--- src/rtl/timer_pkg.sv ---
// Shared definitions for the memory-mapped timer: register map, CTRL bit
// positions and the run-state encoding.
package timer_pkg;

   localparam logic [4:0] OFF_CTRL     = 5'h00;
   localparam logic [4:0] OFF_LOAD     = 5'h04;
   localparam logic [4:0] OFF_COUNT    = 5'h08;
   localparam logic [4:0] OFF_PRESCALE = 5'h0C;
   localparam logic [4:0] OFF_STATUS   = 5'h10;

   localparam int CTRL_W    = 3;
   localparam int CTRL_EN   = 0;
   localparam int CTRL_AUTO = 1;
   localparam int CTRL_IE   = 2;
   localparam int STAT_PEND = 0;

   typedef enum logic [1:0] {
      ST_IDLE = 2'd0,
      ST_RUN  = 2'd1,
      ST_DONE = 2'd2
   } timer_state_t;

   // Registers are word aligned, so only the word index selects a register.
   function automatic logic [2:0] word_idx(input logic [4:0] byte_off);
      return byte_off[4:2];
   endfunction

endpackage

--- src/rtl/timer_prescaler.sv ---
// Free-running prescaler: ticks when the count reaches the programmed limit
// and then restarts from zero; held at zero while disabled or cleared.
module timer_prescaler #(
   parameter int PSC_W = 16
) (
   input  logic             clk_i,
   input  logic             rst_n_i,
   input  logic             en_i,
   input  logic             clr_i,
   input  logic [PSC_W-1:0] prescale_i,
   output logic             tick_o
);

   logic [PSC_W-1:0] cnt_q, cnt_d;

   assign tick_o = en_i && !clr_i && (cnt_q == prescale_i);

   always_comb begin
      cnt_d = cnt_q;
      if (clr_i || !en_i) begin
         cnt_d = '0;
      end else if (tick_o) begin
         cnt_d = '0;
      end else begin
         cnt_d = cnt_q + PSC_W'(1);
      end
   end

   always_ff @(posedge clk_i or negedge rst_n_i) begin
      if (!rst_n_i) begin
         cnt_q <= '0;
      end else begin
         cnt_q <= cnt_d;
      end
   end

endmodule

--- src/rtl/timer_mmio.sv ---
// Memory-mapped up-counting timer with prescaler, one-shot or auto-reload
// operation and a level interrupt cleared by W1C or the controller's finish pulse.
module timer_mmio
   import timer_pkg::*;
#(
   parameter int CNT_W = 32,
   parameter int PSC_W = 16
) (
   input  logic        clk_i,
   input  logic        rst_n_i,
   input  logic        req_i,
   input  logic        we_i,
   input  logic [31:0] addr_i,
   input  logic [31:0] wdata_i,
   output logic [31:0] rdata_o,
   output logic        irq_o,
   input  logic        int_fin_i
);

   timer_state_t      state_q, state_d;
   logic [CTRL_W-1:0] ctrl_q, ctrl_d;
   logic [CNT_W-1:0]  load_q, load_d;
   logic [CNT_W-1:0]  count_q, count_d;
   logic [PSC_W-1:0]  prescale_q, prescale_d;
   logic              pend_q, pend_d;
   logic [31:0]       rdata_q, rdata_d;

   logic        run;
   logic        tick;
   logic        wr, rd;
   logic        wr_ctrl, wr_load, wr_count, wr_prescale, wr_status;
   logic        expire;
   logic [31:0] rd_val;
   logic        unused_addr;

   assign unused_addr = ^{addr_i[31:5], addr_i[1:0]};

   assign run = (state_q == ST_RUN);

   timer_prescaler #(
      .PSC_W(PSC_W)
   ) u_prescaler (
      .clk_i     (clk_i),
      .rst_n_i   (rst_n_i),
      .en_i      (run),
      .clr_i     (!run),
      .prescale_i(prescale_q),
      .tick_o    (tick)
   );

   assign wr          = req_i && we_i;
   assign rd          = req_i && !we_i;
   assign wr_ctrl     = wr && (addr_i[4:2] == word_idx(OFF_CTRL));
   assign wr_load     = wr && (addr_i[4:2] == word_idx(OFF_LOAD));
   assign wr_count    = wr && (addr_i[4:2] == word_idx(OFF_COUNT));
   assign wr_prescale = wr && (addr_i[4:2] == word_idx(OFF_PRESCALE));
   assign wr_status   = wr && (addr_i[4:2] == word_idx(OFF_STATUS));

   // A software COUNT write in the same cycle suppresses both increment and expiry.
   assign expire = run && tick && !wr_count && (count_q == load_q);

   always_comb begin
      rd_val = '0;
      case (addr_i[4:2])
         word_idx(OFF_CTRL):     rd_val = 32'(ctrl_q);
         word_idx(OFF_LOAD):     rd_val = 32'(load_q);
         word_idx(OFF_COUNT):    rd_val = 32'(count_q);
         word_idx(OFF_PRESCALE): rd_val = 32'(prescale_q);
         word_idx(OFF_STATUS):   rd_val = 32'(pend_q);
         default:                rd_val = '0;
      endcase
   end

   always_comb begin
      state_d    = state_q;
      ctrl_d     = ctrl_q;
      load_d     = load_q;
      count_d    = count_q;
      prescale_d = prescale_q;
      pend_d     = pend_q;
      rdata_d    = rdata_q;

      if (wr_ctrl)     ctrl_d     = wdata_i[CTRL_W-1:0];
      if (wr_load)     load_d     = wdata_i[CNT_W-1:0];
      if (wr_prescale) prescale_d = wdata_i[PSC_W-1:0];
      if (rd)          rdata_d    = rd_val;

      case (state_q)
         ST_IDLE: begin
            if (wr_ctrl && wdata_i[CTRL_EN]) state_d = ST_RUN;
         end
         ST_RUN: begin
            // A one-shot expiry wins over a concurrent CTRL write: EN is forced low.
            if (expire && !ctrl_q[CTRL_AUTO]) begin
               state_d        = ST_DONE;
               ctrl_d[CTRL_EN] = 1'b0;
            end else if (wr_ctrl && !wdata_i[CTRL_EN]) begin
               state_d = ST_IDLE;
            end
         end
         ST_DONE: begin
            if (wr_ctrl && wdata_i[CTRL_EN]) begin
               state_d = ST_RUN;
               count_d = '0;
            end
         end
         default: state_d = ST_IDLE;
      endcase

      if (expire) begin
         count_d = ctrl_q[CTRL_AUTO] ? '0 : load_q;
      end else if (run && tick) begin
         count_d = count_q + CNT_W'(1);
      end
      if (wr_count) count_d = wdata_i[CNT_W-1:0];

      // Set beats clear so an expiry coinciding with an acknowledge is not lost.
      if (int_fin_i || (wr_status && wdata_i[STAT_PEND])) pend_d = 1'b0;
      if (expire) pend_d = 1'b1;
   end

   always_ff @(posedge clk_i or negedge rst_n_i) begin
      if (!rst_n_i) begin
         state_q    <= ST_IDLE;
         ctrl_q     <= '0;
         load_q     <= '0;
         count_q    <= '0;
         prescale_q <= '0;
         pend_q     <= 1'b0;
         rdata_q    <= '0;
      end else begin
         state_q    <= state_d;
         ctrl_q     <= ctrl_d;
         load_q     <= load_d;
         count_q    <= count_d;
         prescale_q <= prescale_d;
         pend_q     <= pend_d;
         rdata_q    <= rdata_d;
      end
   end

   assign rdata_o = rdata_q;
   assign irq_o   = pend_q && ctrl_q[CTRL_IE];

endmodule

--- config.mk ---
export PLATFORM = sky130hd
export DESIGN_NAME = timer_mmio
export DESIGN_NICKNAME = d
export VERILOG_FILES = /design/src/rtl/timer_pkg.sv /design/src/rtl/timer_prescaler.sv /design/src/rtl/timer_mmio.sv
export SDC_FILE = /design/constraint.sdc
export NUM_CORES = 1
export LEC_CHECK = 0
export ABC_CLOCK_PERIOD_IN_PS = 4400
export BUFFER_PORTS_ARGS = -buffer_cell sky130_fd_sc_hd__clkbuf_2
export CORE_MARGIN = 3
export CORE_UTILIZATION = 50
export CTS_CLUSTER_DIAMETER = 50
export DETAILED_ROUTE_END_ITERATION = 6
export MAX_ROUTING_LAYER = met4
export PLACE_DENSITY = 0.67
export SYNTH_ARGS = -nofsm -noshare
export SYNTH_HDL_FRONTEND = slang
export SYNTH_SLANG_ARGS = --single-unit
export TNS_END_PERCENT = 100
--- constraint.sdc ---
create_clock -name clk_i -period 4.4 [get_ports clk_i]
set_clock_uncertainty 0.1 [all_clocks]
set_input_delay 0.88 -clock clk_i [delete_from_list [all_inputs] [get_ports clk_i]]
set_output_delay 0.88 -clock clk_i [all_outputs]
set_load 0.01 [all_outputs]
# Word-level counts from Yosys, hierarchy flattened
# Cells that the tools add are included.
[totals]
register_bits = 134
inputBits = 69
out_inout_bits = 33
[classes]
n_reduce_logical = 29
addsub = 2
eq_ne = 10
muxes = 18
[op_table]
columns = ["operator", "count"]
rows = [
  ["$mux 32", 6],
  ["$pmux 32 s5", 1],
  ["$add 32x1->32 const B", 1],
  ["$eq 32x32->1", 1],
  ["$mux 16", 2],
  ["$add 16x1->16 const B", 1],
  ["$eq 16x16->1", 1],
  ["$logic_and 1x1->1", 16],
  ["$reduce_bool 4->1", 2],
  ["$eq 3x2->1 const B", 2],
  ["$mux 2", 3],
  ["$mux 1", 5],
  ["$logic_not 1->1", 4],
  ["$pmux 2 s2", 1],
  ["$reduce_and 2->1", 2],
  ["$eq 3x1->1 const B", 1],
  ["$eq 3x3->1 const B", 1],
  ["$logic_not 3->1", 1],
  ["$ne 3x1->1 const B", 1],
  ["$eq 2x1->1 const B", 1],
  ["$eq 2x2->1 const B", 1],
  ["$logic_not 2->1", 1],
  ["$ne 2x1->1 const B", 1],
  ["$reduce_bool 2->1", 1],
  ["other kinds (2)", 2],
]

# Longest topological paths before layout
[logic_depth]
word_depth = 8
depth_mapped = 9
depth_no_buf = 8

# Modules after synthesis
# Synthesis repeated with hierarchy kept, for this count alone.
[unflattened]
cells_unflattened = 728
hier_area_um2 = 7768.7
[modules_own_cells]
columns = ["module", "cells_per_inst", "area_each_um2", "instances"]
rows = [
  ["timer_mmio", 616, 6665.1, 1],
  ["timer_prescaler", 112, 1103.6, 1],
]

# Least setup slack after synthesis
# OpenSTA, ideal clock, no wires.
[synth_path]
kind = "input -> register"
start = "in req_i"
end = "reg count_q[16]"
required_time_ps = 4174
slack_ps = 1717
arrival_time_ps = 2457
path_stages = 8
setup_ps = 126
path_cell_list = "and3b_1 and2_1 clkbuf_1 nor4_4 or2_1 buf_2 o21ai_1 a221o_1"
[synth_between]
elab_chain_len = 7
word_cells_on_any_way = 12
cone_classes = "2 x mux; 10 x reduce/logical"
[synth_lines]
columns = ["item", "line_no", "rtl"]
rows = [
  ["from (decl)", "timer_mmio.sv:11", "input logic req_i,"],
  ["$logic_and 1x1->1 *", "timer_mmio.sv:51", "assign wr = req_i && we_i;"],
  ["$logic_and 1x1->1", "timer_mmio.sv:55", "assign wr_count = wr && (addr_i[4:2] == word_idx(OFF_COUNT));"],
  ["$logic_not 1->1", "timer_mmio.sv:60", "assign expire = run && tick && !wr_count && (count_q == load_q);"],
  ["$logic_and 1x1->1 (2 in series)", "timer_mmio.sv:60", ""],
  ["$reduce_bool 4->1 (no source line) / $mux 32 (equally long branches)", "--", ""],
  ["$reduce_and 2->1 (no source line) / $mux 32 (equally long branches)", "--", ""],
  ["to (signal assigned)", "timer_mmio.sv:135", "count_q <= count_d;"],
  ["to (decl)", "timer_mmio.sv:23", "logic [CNT_W-1:0] count_q, count_d;"],
]
# Mark *: on every way between the ends. The rest lies on a longest branch, timed or not.
# A chain may end at the register's enable or synchronous reset.

# Final worst setup path
[layout_path]
start = "reg prescale_q[2]"
end = "reg count_q[22]"
[layout_between]
elab_chain_len = 7
word_cells_on_any_way = 11
cone_classes = "1 x eq/ne; 3 x mux; 7 x reduce/logical"
[layout_lines]
columns = ["item", "line_no", "rtl"]
rows = [
  ["from (decl)", "timer_mmio.sv:24", "logic [PSC_W-1:0] prescale_q, prescale_d;"],
  ["from (signal assigned)", "timer_mmio.sv:136", "prescale_q <= prescale_d;"],
  ["$eq 16x16->1 *", "timer_prescaler.sv:16", "assign tick_o = en_i && !clr_i && (cnt_q == prescale_i);"],
  ["$logic_and 1x1->1 *", "timer_prescaler.sv:16", ""],
  ["$logic_and 1x1->1 *", "timer_mmio.sv:60, timer_mmio.sv:112", ""],
  ["$logic_and 1x1->1 (2 in series)", "timer_mmio.sv:60", ""],
  ["$reduce_bool 4->1 (no source line) / $mux 32 (equally long branches)", "--", ""],
  ["$reduce_and 2->1 (no source line) / $mux 32 (equally long branches)", "--", ""],
]
# Marked as above.

==> flow_summary.toml <==
[outcome]
status = "finished clean"

[timing]
tns_ps = 0
slew_headroom_pct = 39.4
tightest_slew_ps = 909
max_freq_ghz = 0.306
holdWs_ps = 378
rsz0062_at_grt = "false"
hold_violations = 0
setup_viol = 0
min_period_ps = 3270
period_share_pct = 74.3
drv_slew = 0

[logic_synthesis]
synth_area_leader_cell = "dfrtp_1"
postSynthAreaPerCell_um2 = 9.75
synth_area_um2 = 7370
async_flop_share_pct = 100
synth_common_cells = "134 x dfrtp_1, 75 x o21ai_0, 69 x nand2_1"
synth_edf_count = 0
yosysMostFrequentCell = "dfrtp_1"
syn_inst = 756
ys_seq_area_share_pct = 45.5
synthFlopType = "dfrtp_1"
synth_seq_cells = 134
synth_warnings = 0
synth_top_area_share_pct = 45.5
ys_top_cells_by_area = "dfrtp_1 45%, mux2_2 8.7%, xor2_1 6.7%"
synthesis.nets = 827
synth.distinct_cells = 51

[power]
p_leak_nw = 3.70
peakVddDrop_mv = 0.270
power_density_nw_per_um2 = 469

[floorplanning]
die-width_um = 127
die_y_um = 127
initial_core_util_pct = 52.1
rows = 43
ios = 102
core-area_um2 = 14100
die_area_um2 = 16200

[clocking]
hold_buffers = 0
numCtsBuffers = 17
cts_setup_buffers = 0
cts_tree = "yes"
htreeDepth = 4
cts_buffer_depth = 2
clock_latency_ps = 420
cts_resized = 0
clk_pin_slew_worst_paths_ps = 50
root_buffer = "clkbuf_16"
clkSinkCount = 134

[placement]
routabilityCongestion = 0.928
dpl.hpwl_um = 13600
io_buffers = 72

[worst_setup_path]
path_class = "register to register"
cp-start-kind = "register"
cp.required_ps = 4650
path_max_fanout = 14
endpoint_kind = "register"
crit_arrival_ps = 3520

[final_layout]
nets = 874
nFillCells = 1185
drive_gt1_share_pct = 22.4
regArea_um2 = 3350
multi_input_area_um2 = 3710
antennaDiodeCount = 0
area_growth_pct = 14.6

[route]
wl_met1_um = 8920
routed_wl_um = 20200
first_pass_iters = 5
post-route-drc-count = 0
viasPerCell = 6.20
antenna_left = 0
drtIter0Drc = 506
wl_met3_um = 1320
wl_per_cell_um = 20.3
dr_wl_met2_um = 9480
maxUsedRoutingLayer = "met4"
num_vias = 6179

[global_route]
track_usage_pct = 26.8
grt_overflow = 0
grt_pass1_vias = 6111
antenna_found_initial = 0
grt_first_pass_wirelength_um = 33100
grt_max_degree = 97

[flow_run]
cap_violations = 0

[hold_path]
hold_class = "register to register"
-- worst max-delay path, stage by stage, from the launching register on --
cell and delay (ps):
dfrtp_1 440, xor2_1 200, nor3_1 270, nor3b_1 530
nand3_1 660, nor2_1 670, o211ai_1 200, nand3_1 130
-- cells in the final DEF (no fill, tap or decap), drive strengths merged, types with 17 or more instances in the layout --
master	instances
dfrtp	134
clkbuf	95
o21ai	79
nand2	69
mux2	57
xor2	56
a22oi	53
nor2	35
nand3	32
xnor2	21
inv	17
buf	17
-- layer usage --
layer	GRT usage [%]	vias up
met5	-	-
li1	-	2794
met4	9.02	0
met1	36.4	3104
met2	40.6	240
met3	5.35	41
-- logic make-up after synthesis --
| logic type | count (synthesis) | share of synthesized area, % |
|---|---|---|
| and+or+nand+nor | 228 | 15.7 |
| AOI/OAI and AO/OA | 174 | 14.9 |
| DFF | 134 | 45.5 |
| xor gates and xnor gates | 77 | 9.15 |
| buffers and inverters | 77 | 4.23 |
| muxes | 64 | 10.2 |
| adders and majority gates | 2 | 0.339 |
-- power by group --
part	switching, W	internal (W)
Sequential	0.000309	0.00145
Clock	0.000522	0.000948
Combinational	0.000369	0.000368
Total	0.00120	0.00276
-- stage by stage --
| stage | std cells | setup WS, ps | util (%) | cell area (um2) | power (W) |
|---|---|---|---|---|---|
| final | 996 | 1130 | 59.7 | 8450 | 0.00396 |
| after global routing | 996 | 932 | 59.7 | 8450 | 0.00415 |
| after CTS | 996 | 1140 | 59.7 | 8450 | 0.00397 |
| after detailed placement | 964 | 824 | 55.4 | 7840 | 0.00250 |
| after global placement | 964 | 926 | 55.4 | 7840 | 0.00247 |
| after floorplan | 756 | 1720 | - | 7370 | 0.00221 |
-- flip-flops by register name, summed over array words and instances, names as in the netlist --
signal	flops
u_prescaler.cnt_q	16
prescale_q	16
count_q	32
state_q	2
rdata_o	32
pend_q	1
load_q	32
ctrl_q	3
-- cell type report --
| cell class | count | share of cell area, % |
|---|---|---|
| inverters | 17 | 0.755 |
| repair buffers | 88 | 5.76 |
| flip-flops and latches | 134 | 39.7 |
| well taps | 180 | 2.66 |
| clock buffers | 24 | 5.82 |
| clock inverters | 8 | 1.42 |
| multi-input cells | 545 | 43.9 |
-- worst paths after layout --
check | startpoint | end | slack, ps | depth (start not counted)
min in group asynchronous | rst_n_i | rdata_o[24] | 460 | 1
hold reg to reg | rdata_o[19] | rdata_o[19] | 380 | 2
setup reg to reg | prescale_q[2] | count_q[22] | 1130 | 7
hold / removal | rdata_o[19] | rdata_o[19] | 380 | 2
max in group asynchronous | rst_n_i | count_q[30] | 2840 | 2
setup / recovery | prescale_q[2] | count_q[22] | 1130 | 7
Power figures use the tool's default switching activity.
